==> src/rtl/alu_arbiter.sv <==
// alu_arbiter: two-requester front end for a shared combinational ALU (IDLE -> EXEC -> RESP).
// Define ALU_ARB_FIXED_PRIO_EN for fixed priority (requester 0 always wins); default is round-robin.
module alu_arbiter #(
    parameter int N = 8
) (
    input  logic         clk,
    input  logic         rst,

    input  logic         req0_valid,
    output logic         req0_ready,
    input  logic [N-1:0] req0_a,
    input  logic [N-1:0] req0_b,
    input  logic [2:0]   req0_op,

    input  logic         req1_valid,
    output logic         req1_ready,
    input  logic [N-1:0] req1_a,
    input  logic [N-1:0] req1_b,
    input  logic [2:0]   req1_op,

    output logic [N-1:0] alu_a,
    output logic [N-1:0] alu_b,
    output logic [2:0]   alu_cntr,
    input  logic [N-1:0] alu_r,
    input  logic [3:0]   alu_flags,

    output logic         rsp_valid,
    input  logic         rsp_ready,
    output logic         rsp_id,
    output logic [N-1:0] rsp_r,
    output logic [3:0]   rsp_flags
);

    typedef enum logic [1:0] {
        IDLE = 2'd0,
        EXEC = 2'd1,
        RESP = 2'd2
    } state_t;

    state_t state;
    state_t state_nxt;
    logic   grant_any;
    logic   grant_id;
    logic   accept;

`ifdef ALU_ARB_FIXED_PRIO_EN
    always_comb begin
        grant_any = req0_valid | req1_valid;
        grant_id  = ~req0_valid;
    end
`else
    logic rr_ptr;  // preferred requester when both are valid

    always_comb begin
        grant_any = req0_valid | req1_valid;
        if (req0_valid && req1_valid) begin
            grant_id = rr_ptr;
        end else begin
            grant_id = req1_valid;
        end
    end

    always_ff @(posedge clk) begin
        if (rst) begin
            rr_ptr <= 1'b0;
        end else if (accept) begin
            rr_ptr <= ~grant_id;
        end
    end
`endif

    // NOTE: every signal driven here gets a default before the case; a path that
    // leaves one unassigned would infer a latch.
    always_comb begin
        state_nxt  = state;
        req0_ready = 1'b0;
        req1_ready = 1'b0;
        rsp_valid  = 1'b0;
        unique case (state)
            IDLE: begin
                if (!rst && grant_any) begin
                    state_nxt  = EXEC;
                    req0_ready = ~grant_id;
                    req1_ready = grant_id;
                end
            end
            EXEC: begin
                state_nxt = RESP;
            end
            RESP: begin
                rsp_valid = ~rst;
                if (rsp_ready) begin
                    state_nxt = IDLE;
                end
            end
            default: begin
                state_nxt = IDLE;
            end
        endcase
    end

    assign accept = req0_ready | req1_ready;

    // NOTE: reset is synchronous: rst is sampled at the clock edge inside the block,
    // so it does not appear in the sensitivity list.
    always_ff @(posedge clk) begin
        if (rst) begin
            state <= IDLE;
        end else begin
            state <= state_nxt;
        end
    end

    // NOTE: clocked state uses non-blocking assignments so every register samples
    // pre-edge values regardless of statement order.
    always_ff @(posedge clk) begin
        if (rst) begin
            alu_a     <= '0;
            alu_b     <= '0;
            alu_cntr  <= '0;
            rsp_id    <= 1'b0;
            rsp_r     <= '0;
            rsp_flags <= '0;
        end else begin
            if (accept) begin
                alu_a    <= grant_id ? req1_a  : req0_a;
                alu_b    <= grant_id ? req1_b  : req0_b;
                alu_cntr <= grant_id ? req1_op : req0_op;
                rsp_id   <= grant_id;
            end
            // The ALU output settles from the registered operands during EXEC.
            if (state == EXEC) begin
                rsp_r     <= alu_r;
                rsp_flags <= alu_flags;
            end
        end
    end

endmodule

==> config.mk <==
export PLATFORM = sky130hd
export DESIGN_NAME = alu_arbiter
export DESIGN_NICKNAME = d
export VERILOG_FILES = /design/src/rtl/alu_arbiter.sv
export SDC_FILE = /design/constraint.sdc
export NUM_CORES = 1
export LEC_CHECK = 0
export CAP_MARGIN = 10
export CORE_ASPECT_RATIO = 0.6
export CORE_MARGIN = 3
export CORE_UTILIZATION = 36
export CTS_BUF_LIST = sky130_fd_sc_hd__clkbuf_8
export DETAILED_ROUTE_END_ITERATION = 8
export GPL_ROUTABILITY_DRIVEN = 0
export PLACE_DENSITY = 0.81
export SLEW_MARGIN = 20
export SYNTH_ARGS = -nofsm -noshare
export SYNTH_HDL_FRONTEND = slang
export SYNTH_SLANG_ARGS = --single-unit
==> constraint.sdc <==
create_clock -name clk -period 1.8 [get_ports clk]
set_clock_uncertainty 0.15 [all_clocks]
set_input_delay 0.45 -clock clk [delete_from_list [all_inputs] [get_ports clk]]
set_output_delay 0.45 -clock clk [all_outputs]
set_load 0.05 [all_outputs]
-- After elaboration in Yosys (flattened, before gate mapping)
Cells that the tools add are included.
- bitwise logic cells: 4
- reductions and logical operators: 5
- equality and inequality tests: 4
- multiplexer cells: 12
- operator list (operator ; count):
    $mux 8 ; 2
    $mux 1 ; 6
    $pmux 2 s3 ; 1
    $mux 2 ; 2
    $ne 2x2->1 const B ; 2
    $mux 3 ; 1
    $eq 2x1->1 const B ; 1
    $eq 2x2->1 const B ; 1
    $logic_and 1x1->1 ; 2
    $logic_not 2->1 ; 1
    $not 1->1 ; 2
    $or 1x1->1 ; 2
    $reduce_and 2->1 ; 1
    $logic_not 1->1 ; 1
- input port bits: 55
- flip-flop bits (word level): 35
- logic and storage cells: 33

-- Longest topological paths before layout
Gate-level depths: netlist of the first run.
- depth after elaboration: 6
- depth in mapped cells: 6
- mapped depth without buffers: 5

-- Worst setup path before layout of the first run
OpenSTA, ideal clock, no wires.
- path type: input to output
- from: input port rst
- to: output port rsp_valid
- buffers on the path: 1
- cell stages on the path: 2
- data arrival time: 1794 ps
- data required time: 1200 ps
- slack: -594 ps
- path through: clkbuf_1 > nor3b_1
- word-level cells in the longest chain between the ends: 2
- RTL lines (item ; RTL line ; text):
    from (decl) ; 7 ; input logic rst,
    $not 1->1 ; 91 ; rsp_valid = ~rst;
    $mux 1 ; 79 ; unique case (state)
    to (decl) ; 27 ; output logic rsp_valid,
No other way between the ends.

-- Final worst setup path of the first run
- from: register state[1]
- to: output port req0_ready
- word-level cells in the longest chain between the ends: 2
- RTL lines (item ; RTL line ; text):
    from (decl) ; 40 ; state_t state;
    from (signal assigned) ; 110 ; state <= state_nxt;
    $logic_not 2->1 ; 79 ;
    $mux 1 ; 79 ;
    to (decl) ; 10 ; output logic req0_ready,
No other way between the ends.

==> summary.md, run 1 <==
| Metric | Value |
|---|---|
| Routed WL | 4500 um |
| Remaining Overflow, GRT | 0 |
| Power per Cell Area | about 800 mW/mm^2 |
| Status | finished, violations left |
| Die Height | 57.8 um |
| 1st-iter DRT viols | 48 |
| Root Driver | clkbuf_8 |
| Nets | 310 |
| Total Routing Usage GR | 0.178 |
| Slowest stage delay, CP | ~0.60 ns |
| Final worst slack | -0.350 ns |
| Failing checks | setup timing |
| Avg Synthesized Cell Area | slightly above 10 um^2 |
| Placed insts | slightly above 300 |
| Least-Margin Pin Slew | around 0.5 ns |
| Routed Antenna Nets | 0 |
| Crit path cell chain | or4_4, inv_2, and2_4, buf_12 |
| Final Setup Violations | 2 |
| Min-Delay Path Class | reg -> reg |
| Buffers on Ports | 89 |
| Switch Pwr | approximately 0.82 mW |
| Clk sink count | 35 |
| Synth area leader | dfxtp_1 |
| Crit path kind | reg -> out |
| Synth area leaders | dfxtp_1 (43%), nand3b_2 (13%), mux2i_1 (12%) |
| Fillers | 320 |
| Htree depth | 2 |
| Pwr Total | about 2.5 mW |
| Cell Area, Synth | about 0.0016 mm^2 |
| Post-DP HPWL | 3480 um |
| Sequential share of the synthesized area | 0.434 |
| Syn Inst Count | 157 |
| YS warnings | 0 |
| TritonCTS Buffers | 5 |
| Worst vdd ir | about 440 uV |
| CP max-delay cell | or4_4 |
| Final setup TNS | -0.611 ns |
| Crit path max fanout | 4 |
| Post-synthesis cell type count | 21 |
| Final cell count without fillers | between 300 and 400 |
| Slew headroom | 0.660 |
| Fin. Hold Viols | 0 |
| Clock Tree Buf Depth | 2 |
| First-pass GRT wire length | approximately 7400 um |
| Layout area overhead | 93.4% |
| Starting Density | 0.383 |
| RSZ-0062 raised after global routing | true |
| Antenna fix cells | 0 |
| Fraction of layout cells with a size suffix above 1 | 0.412 |
| Post-layout min period | around 2.1 ns |
| Core area | between 0.004 and 0.005 mm^2 |
| Post-synth top area share | 0.434 |
| Register bit total from synthesis | 35 |
| Pre-Repair DR Iteration Count | 4 |
| Pin count of the biggest net entering global routing | 22 |
| I/O Pins | 90 |
| Switch share | 0.328 |
| Number of global-route vias before repair | 1,485 |
| Total number of vias | 1,481 |
| CP arrival | 1.55 ns |
| Mapped Nets | 212 |
| DIE AREA | about 0.0053 mm^2 |
| Avg Vias per Cell | about 4.7 |
| Lkg Pwr | about 1.3 nW |
| Worst Setup Start Kind | register |
| Row cnt | 18 |
| # Max-Cap Violations | 0 |
| WL/cell | between 10 and 15 um |
| Peak Freq | around 470 MHz |
| Sequential share of power | 0.378 |
| R2r setup slk | approximately 0.15 ns |
| Worst endpoint required time | between 1 and 1.5 ns |
| Initial antenna violation count | 0 |
| Logic gate share of total power | 0.397 |
| P_int | 1.67 mW |
| Clock transition at the registers of the reported paths | 0.07 ns |
| CTS tree | done |
| Fin crit share | 1.19 |
| Slew Limit Fails | 0 |
| Critical Path Sink Type | primary output |
| Hold_buf cts | 0 |
| Clk pwr share | 0.226 |
| Clk Latency, worst-skew pair | about 0.28 ns |
| DRC errors left | 0 |
| Die Width | 92.4 um |
==> final timing paths <==
check / start / to / cells after the start
setup / recovery: state[1] / req0_ready / 4
hold / removal: rsp_r[6] / rsp_r[6] / 2
setup reg to reg: state[1] / alu_cntr[1] / 4
hold reg to reg: rsp_r[6] / rsp_r[6] / 2
==> synth_stat cells (all sizes together) <==
cell / n
nand3b: 19
or3b: 1
nor2b: 1
dfxtp: 35
buf: 7
nand2b: 1
a21oi: 14
mux2i: 19
nand2: 25
inv: 2
nor3b: 1
and2: 1
or4: 1
clkbuf: 5
or3: 1
nor3: 1
o21ai: 20
nor2: 3
==> critical path: cells and delay by family (launching register included) <==
kind / cells / cell delay (ns)
flip-flops: 1 / 0.32
AND/OR/NAND/NOR: 2 / 0.75
buffers and inverters: 2 / 0.21
==> placed cells by master, fill, tap and decap left out <==
| master | n |
|---|---|
| buf_4 | 10 |
| buf_2 | 3 |
| or3b_2 | 1 |
| nor3_2 | 1 |
| or4_4 | 1 |
| o21ai_2 | 19 |
| clkbuf_8 | 6 |
| buf_12 | 38 |
| nor2b_1 | 1 |
| or3_1 | 1 |
| nand2b_1 | 1 |
| clkinv_2 | 1 |
| nor2_8 | 1 |
| mux2i_1 | 19 |
| and2_4 | 1 |
| nor3b_4 | 1 |
| nand3b_2 | 19 |
| bufbuf_16 | 1 |
| clkdlybuf4s50_1 | 51 |
| a21oi_1 | 14 |
| inv_1 | 1 |
| inv_2 | 1 |
| nor2_1 | 2 |
| nand2_1 | 25 |
| dfxtp_1 | 35 |
| o21ai_4 | 1 |
==> power groups by stage <==
stage | registers (mW) | logic (mW) | clock network [mW]
2_1_floorplan | 1.16 | 0.262 | 0
3_3_place_gp | 0.952 | 0.966 | 0
3_5_place_dp | 0.956 | 0.978 | 0
4_1_cts | 0.939 | 0.996 | 0.585
5_1_grt | 0.946 | 1.04 | 0.622
6_report | 0.939 | 0.986 | 0.561
==> layout make-up <==
type	count	area, um^2	area share
inverter	2	7.51	0.00241
multi-input combinational	108	855	0.274
clock buffer	6	82.6	0.0265
clock inverter	1	5.00	0.00160
sequential	35	701	0.225
tap	60	75.1	0.0241
timing repair buffer	103	1390	0.447
==> metal layers <==
layer	global-route usage	vias up	wire length, um
li1	-	742	-
met1	0.230	672	1930
met5	0	-	0
met2	0.281	67	2090
met4	0.0381	0	0
met3	0.0765	0	482
==> through the flow <==
stage | hold WS [ns] | area, um^2 | setup slack, ns | utilization
3_3_place_gp | 0.329 | 2980 | -0.625 | 0.708
4_1_cts | 0.344 | 3120 | -0.358 | 0.741
6_report | 0.345 | 3120 | -0.350 | 0.741
3_5_place_dp | 0.335 | 2980 | -0.667 | 0.708
5_1_grt | 0.368 | 3120 | -0.389 | 0.741
2_1_floorplan | 0.321 | 1640 | -0.215 | -
==> registers in the layout (all words and copies together), names as in the netlist <==
signal and count:
alu_b 8, rr_ptr 1, state 2, alu_a 8
rsp_r 8, rsp_flags 4, rsp_id 1, alu_cntr 3
==> cells by family (layout without fill, tap and decap cells) <==
family	after synthesis	count (layout)	share of synthesized area
mux	19	19	0.118
flops	35	35	0.434
compound gates	34	34	0.150
simple gates	55	55	0.244
buf+inv	14	112	0.0535
==> timing repair <==
item / 4_1_cts / 5_1_grt
endpoints found under the hold margin: 0 / 0
resized for setup: 17 / 0
setup buffers: 2 / 0
pin swaps: 3 / 0
gates cloned: 1 / 0
setup endpoints to repair: 23 / 2
Power figures use the tool's default switching activity.
==> inputs of run 2 (changes only) <==
Settings changed: CORE_MARGIN 3 to default, SKIP_CTS_REPAIR_TIMING from default to 1.
==> run 2 against run 1 <==
  * Sequential power about the same
  * Highest routed layer is now met4
  * Sequential share of layout area decreased by 0.11 points
  * Fmax about the same
  * The run still ends with setup timing left
  * Cell area increased by 0.48%
  * Utilization increased by 0.36 points
  * First-iteration DRC count decreased by 42%
==> summary.md, run 2 (synthesis results as in run 1) <==
| Metric | Value |
|---|---|
| Status | finished, violations left |
| Failing checks | setup timing |
| Termination of the worst setup path | req0_ready |
| Fin. Hold Viols | 0 |
| WL/cell | around 13 um |
| Reg2reg start | state[1] |
| Placed Area | approximately 0.0030 mm^2 |
| R2r endpoint | alu_cntr[2] |
| Clock transition at the registers of the reported paths | about 0.07 ns |
| Post-layout min period | around 2.1 ns |
| Starting Density | 0.383 |
| DRC errors left | 0 |
| Final Setup Violations | 2 |
| Hold Crit Depth | 2 |
| Antenna fix cells | 0 |
| Least-Margin Pin Slew | about 0.50 ns |
| DIE AREA | 0.00476 mm^2 |
| TritonCTS Buffers | 5 |
| Total Routing Usage GR | 0.172 |
| Crit path kind | reg -> out |
| Slew Limit Fails | 0 |
| Fillers | 311 |
| Pre-Repair DR Iteration Count | 4 |
| Clk sink count | 35 |
| Biggest regs | alu_a: 8 flops, alu_b: 8 flops, rsp_r: 8 flops |
| Number of global-route vias before repair | 1,349 |
| Remaining Overflow, GRT | 0 |
| Row cnt | 18 |
| Crit path max fanout | 4 |
| Worst endpoint required time | between 1 and 1.5 ns |
| Die Width | between 80 and 90 um |
| Min-Delay Path Class | reg -> reg |
| Hold Slack | between 0.3 and 0.4 ns |
| Routed Antenna Nets | 0 |
| # Max-Cap Violations | 0 |
| Slowest stage delay, CP | 0.60 ns |
| Lkg Pwr | 1.34 nW |
| Layout area overhead | 94.3% |
| R2R depth | 4 |
| I/O Pins | 90 |
| Buffers on Ports | 89 |
| Avg Vias per Cell | about 4.6 |
| Nets | 312 |
| CP max-delay cell | or4_4 |
| Pre-CTS setup slack | -0.649 ns |
| Fraction of layout cells with a size suffix above 1 | 0.412 |
| Critical Path Sink Type | primary output |
| Slew headroom | 0.667 |
| RSZ-0062 raised after global routing | true |
| CTS tree | done |
| Total number of vias | approximately 1.5k |
| Worst Setup Start Kind | register |
| Final instance area | 0.00313 mm^2 |
| Core area | 0.00421 mm^2 |
| Peak Freq | 465 MHz |
| Commonest cells after routing, fill and taps aside | clkdlybuf4s50_1 (51), buf_12 (38), dfxtp_1 (35) |
| Clock Tree Buf Depth | 2 |
| CP arrival | 1.55 ns |
| Crit path cell chain | or4_4, inv_2, and2_4, buf_12 |
| Root Driver | clkbuf_8 |
| Most common cell after layout, fill and taps aside | clkdlybuf4s50_1 |
| Htree depth | 2 |
| Die Height | 53.8 um |
| Crit path from | state[1] |
| R2r setup slk | between 0.15 and 0.2 ns |
| Final worst slack | -0.350 ns |
| Routed WL | just under 4000 um |
| Power per Cell Area | 794 mW/mm^2 |
| Initial antenna violation count | 0 |
| Worst vdd ir | 443 uV |
| Pin count of the biggest net entering global routing | 36 |
| 1st-iter DRT viols | 28 |
| First-pass GRT wire length | 6030 um |
| Post-DP HPWL | about 3000 um |
| Clk Latency, worst-skew pair | 0.28 ns |
| Fin crit share | 1.19 |
-- run 2: how the worst min path moves through the flow --
stage                             from           end
after global routing      rsp_flags[3]  rsp_flags[3]
after global placement        rsp_r[0]      rsp_r[0]
after floorplan                 rr_ptr        rr_ptr
after CTS                       rsp_id        rsp_id
after detailed placement        rsp_id        rsp_id
final                         rsp_r[6]      rsp_r[6]
-- run 2: critical path, delay by kind of cell (launching register included) --
kind | cells | cell delay (ns)
buf+inv | 2 | 0.22
flops | 1 | 0.32
simple gates | 2 | 0.75
-- run 2: routing by layer --
layer  track usage  part of all wire
met1         0.206              0.45
met2         0.281              0.44
met3        0.0828              0.10
met4        0.0403            0.0058
met5             0                 0
-- run 2: through the flow --
step,power (mW),setup TNS [ns],utilization,cells
CTS,2.50,-3.25,0.732,314
global route,2.60,-0.686,0.744,317
finish,2.49,-0.605,0.744,317
global placement,1.92,-9.22,0.711,307
floorplan,1.42,-0.478,-,157
detailed placement,1.93,-9.50,0.711,307
-- run 2: final cells by class --
class	count	area, um^2	share of cell area
multi-input combinational	108	855	0.273
timing repair buffer	105	1410	0.450
tap	60	75.1	0.0240
inverter	2	7.51	0.00240
clock inverter	1	5.00	0.00160
clock buffer	6	82.6	0.0263
sequential	35	701	0.224
-- run 2: where the power goes --
group          internal (mW)  leakage (nW)  switching, mW
combinational          0.518          1.01          0.465
sequential             0.852         0.288         0.0846
clock                  0.300        0.0470          0.267
==> inputs of run 3 (changes only) <==
Settings changed: CORE_UTILIZATION 36 to 34, CTS_BUF_LIST sky130_fd_sc_hd__clkbuf_8 to sky130_fd_sc_hd__clkbuf_4 sky130_fd_sc_hd__clkbuf_8 sky130_fd_sc_hd__clkbuf_16, PLACE_DENSITY 0.81 to 0.75.
==> run 3 against run 2 <==
  * The run still ends with setup timing left
  * Sequential share of layout area is 0.071 points lower
  * Clock power is 3% lower
  * First-iteration DRC count stayed put
  * Cell area is 0.68% higher
  * Cell count is 0.95% higher
  * Die area is 5.7% higher
  * Via count is 0.75% higher
  * Largest cell class unchanged
  * Sequential power hardly changed
==> summary.md, run 3 (synthesis results as in run 1) <==
| Metric | Value |
|---|---|
| DIE AREA | just over 0.005 mm^2 |
| P_int | ~1.6 mW |
| Clk pwr share | 0.222 |
| Total Routing Usage GR | 0.174 |
| Buffers on Ports | 89 |
| Most common cell after layout, fill and taps aside | clkdlybuf4s50_1 |
| Nets | ~310 |
| Lkg Pwr | about 1.4 nW |
| Avg Vias per Cell | about 4.6 |
| R2r endpoint | alu_cntr[2] |
| 1st-iter DRT viols | 28 |
| Commonest cells after routing, fill and taps aside | clkdlybuf4s50_1 (51), buf_12 (38), dfxtp_1 (33) |
| Root Driver | clkbuf_8 |
| I/O Pins | 90 |
| Htree depth | 2 |
| Core area | between 0.004 and 0.005 mm^2 |
| Fraction of layout cells with a size suffix above 1 | 0.423 |
| Clk sink count | 35 |
| TritonCTS Buffers | 5 |
| WL/cell | between 10 and 15 um |
| Final Util | 0.730 |
| Hold path startpoint | rsp_r[5] |
| CP arrival | 1.56 ns |
| Fin crit share | 1.20 |
| Clock transition at the registers of the reported paths | about 0.08 ns |
| DRC errors left | 0 |
| Sequential share of power | 0.378 |
| # Max-Cap Violations | 0 |
| Critical Path Sink Type | primary output |
| Die Width | slightly above 90 um |
| R2R depth | 4 |
| Clock Tree Buf Depth | 2 |
| Reg2reg start | state[1] |
| Switch share | 0.339 |
| Power per Cell Area | between 700 and 800 mW/mm^2 |
| Final instance area | between 0.003 and 0.004 mm^2 |
| Pre-CTS setup slack | -0.654 ns |
| Routed Antenna Nets | 0 |
| CTS tree | done |
| Starting Density | 0.373 |
| Peak Freq | 463 MHz |
| Initial antenna violation count | 0 |
| R2r setup slk | between 0.1 and 0.15 ns |
| Routed WL | between 4000 and 5000 um |
| Fin. Hold Viols | 0 |
| Hold Path Sink | rsp_r[5] |
| Biggest regs | alu_a: 8 flops, alu_b: 8 flops, rsp_r: 8 flops |
| First-pass GRT wire length | just under 7000 um |
| Clk Latency, worst-skew pair | ~0.28 ns |
| Crit path max fanout | 4 |
| Pin count of the biggest net entering global routing | 36 |
| Slew Limit Fails | 0 |
| Worst endpoint required time | ~1.2 ns |
| Crit path from | state[1] |
| Min-Delay Path Class | reg -> reg |
| Logic gate share of total power | 0.400 |
| Die Height | approximately 55 um |
| Worst vdd ir | approximately 410 uV |
| Total number of vias | approximately 1.5k |
| Row cnt | 18 |
| Antenna fix cells | 0 |
| Hold Slack | roughly 0.34 ns |
| Post-layout min period | around 2.2 ns |
| Hold Crit Depth | 2 |
| Switch Pwr | roughly 0.84 mW |
| Pre-Repair DR Iteration Count | 4 |
| Placed Area | about 0.003 mm^2 |
| Number of global-route vias before repair | between 1k and 1.5k |
| Crit path kind | reg -> out |
| Final Setup Violations | 2 |
| Status | finished, violations left |
| Slew headroom | 0.654 |
| Final worst slack | -0.360 ns |
| Worst Setup Start Kind | register |
| Least-Margin Pin Slew | between 0.5 and 0.6 ns |
| Layout area overhead | 95.7% |
| Final setup TNS | -0.627 ns |
| RSZ-0062 raised after global routing | true |
| Failing checks | setup timing |
| Remaining Overflow, GRT | 0 |
| Post-DP HPWL | roughly 3100 um |
[run 3: critical path, stage by stage (launching register included)]
cell	delay [ns]
dfxtp_2	0.33
or4_4	0.59
inv_2	0.08
and2_4	0.15
buf_12	0.13
[run 3: worst max-delay path by stage]
stage / to / slack (ns)
after CTS: req0_ready / -0.65
after global placement: req0_ready / -0.63
after floorplan: req1_ready / -0.22
after detailed placement: req0_ready / -0.65
after global routing: req0_ready / -0.41
final: req0_ready / -0.36
[run 3: cell type report]
class	count	area [um^2]
timing repair buffer	107	1430
fill	316	1170
multi-input combinational	108	855
sequential	35	703
tap	60	75.1
clock buffer	5	68.8
clock inverter	3	15.0
inverter	2	7.51
[run 3: power groups by stage]
| stage | Sequential [mW] | Clock (mW) | Combinational (mW) |
|---|---|---|---|
| floorplan | 1.16 | 0 | 0.262 |
| global placement | 0.952 | 0 | 0.967 |
| detailed placement | 0.955 | 0 | 0.977 |
| CTS | 0.938 | 0.567 | 0.979 |
| global route | 0.947 | 0.598 | 1.04 |
| finish | 0.938 | 0.549 | 0.991 |
[run 3: per-layer routing]
metal	track usage	wire, um	up-vias
met3	0.0813	370	2
met4	0.0612	25	0
li1	-	-	755
met5	0	0	-
met2	0.249	1870	58
met1	0.228	2030	654
[run 3: per-stage QoR]
stage | std cells | power (mW)
floorplan | 157 | 1.42
global placement | 306 | 1.92
detailed placement | 306 | 1.93
CTS | 314 | 2.48
global route | 320 | 2.59
finish | 320 | 2.48
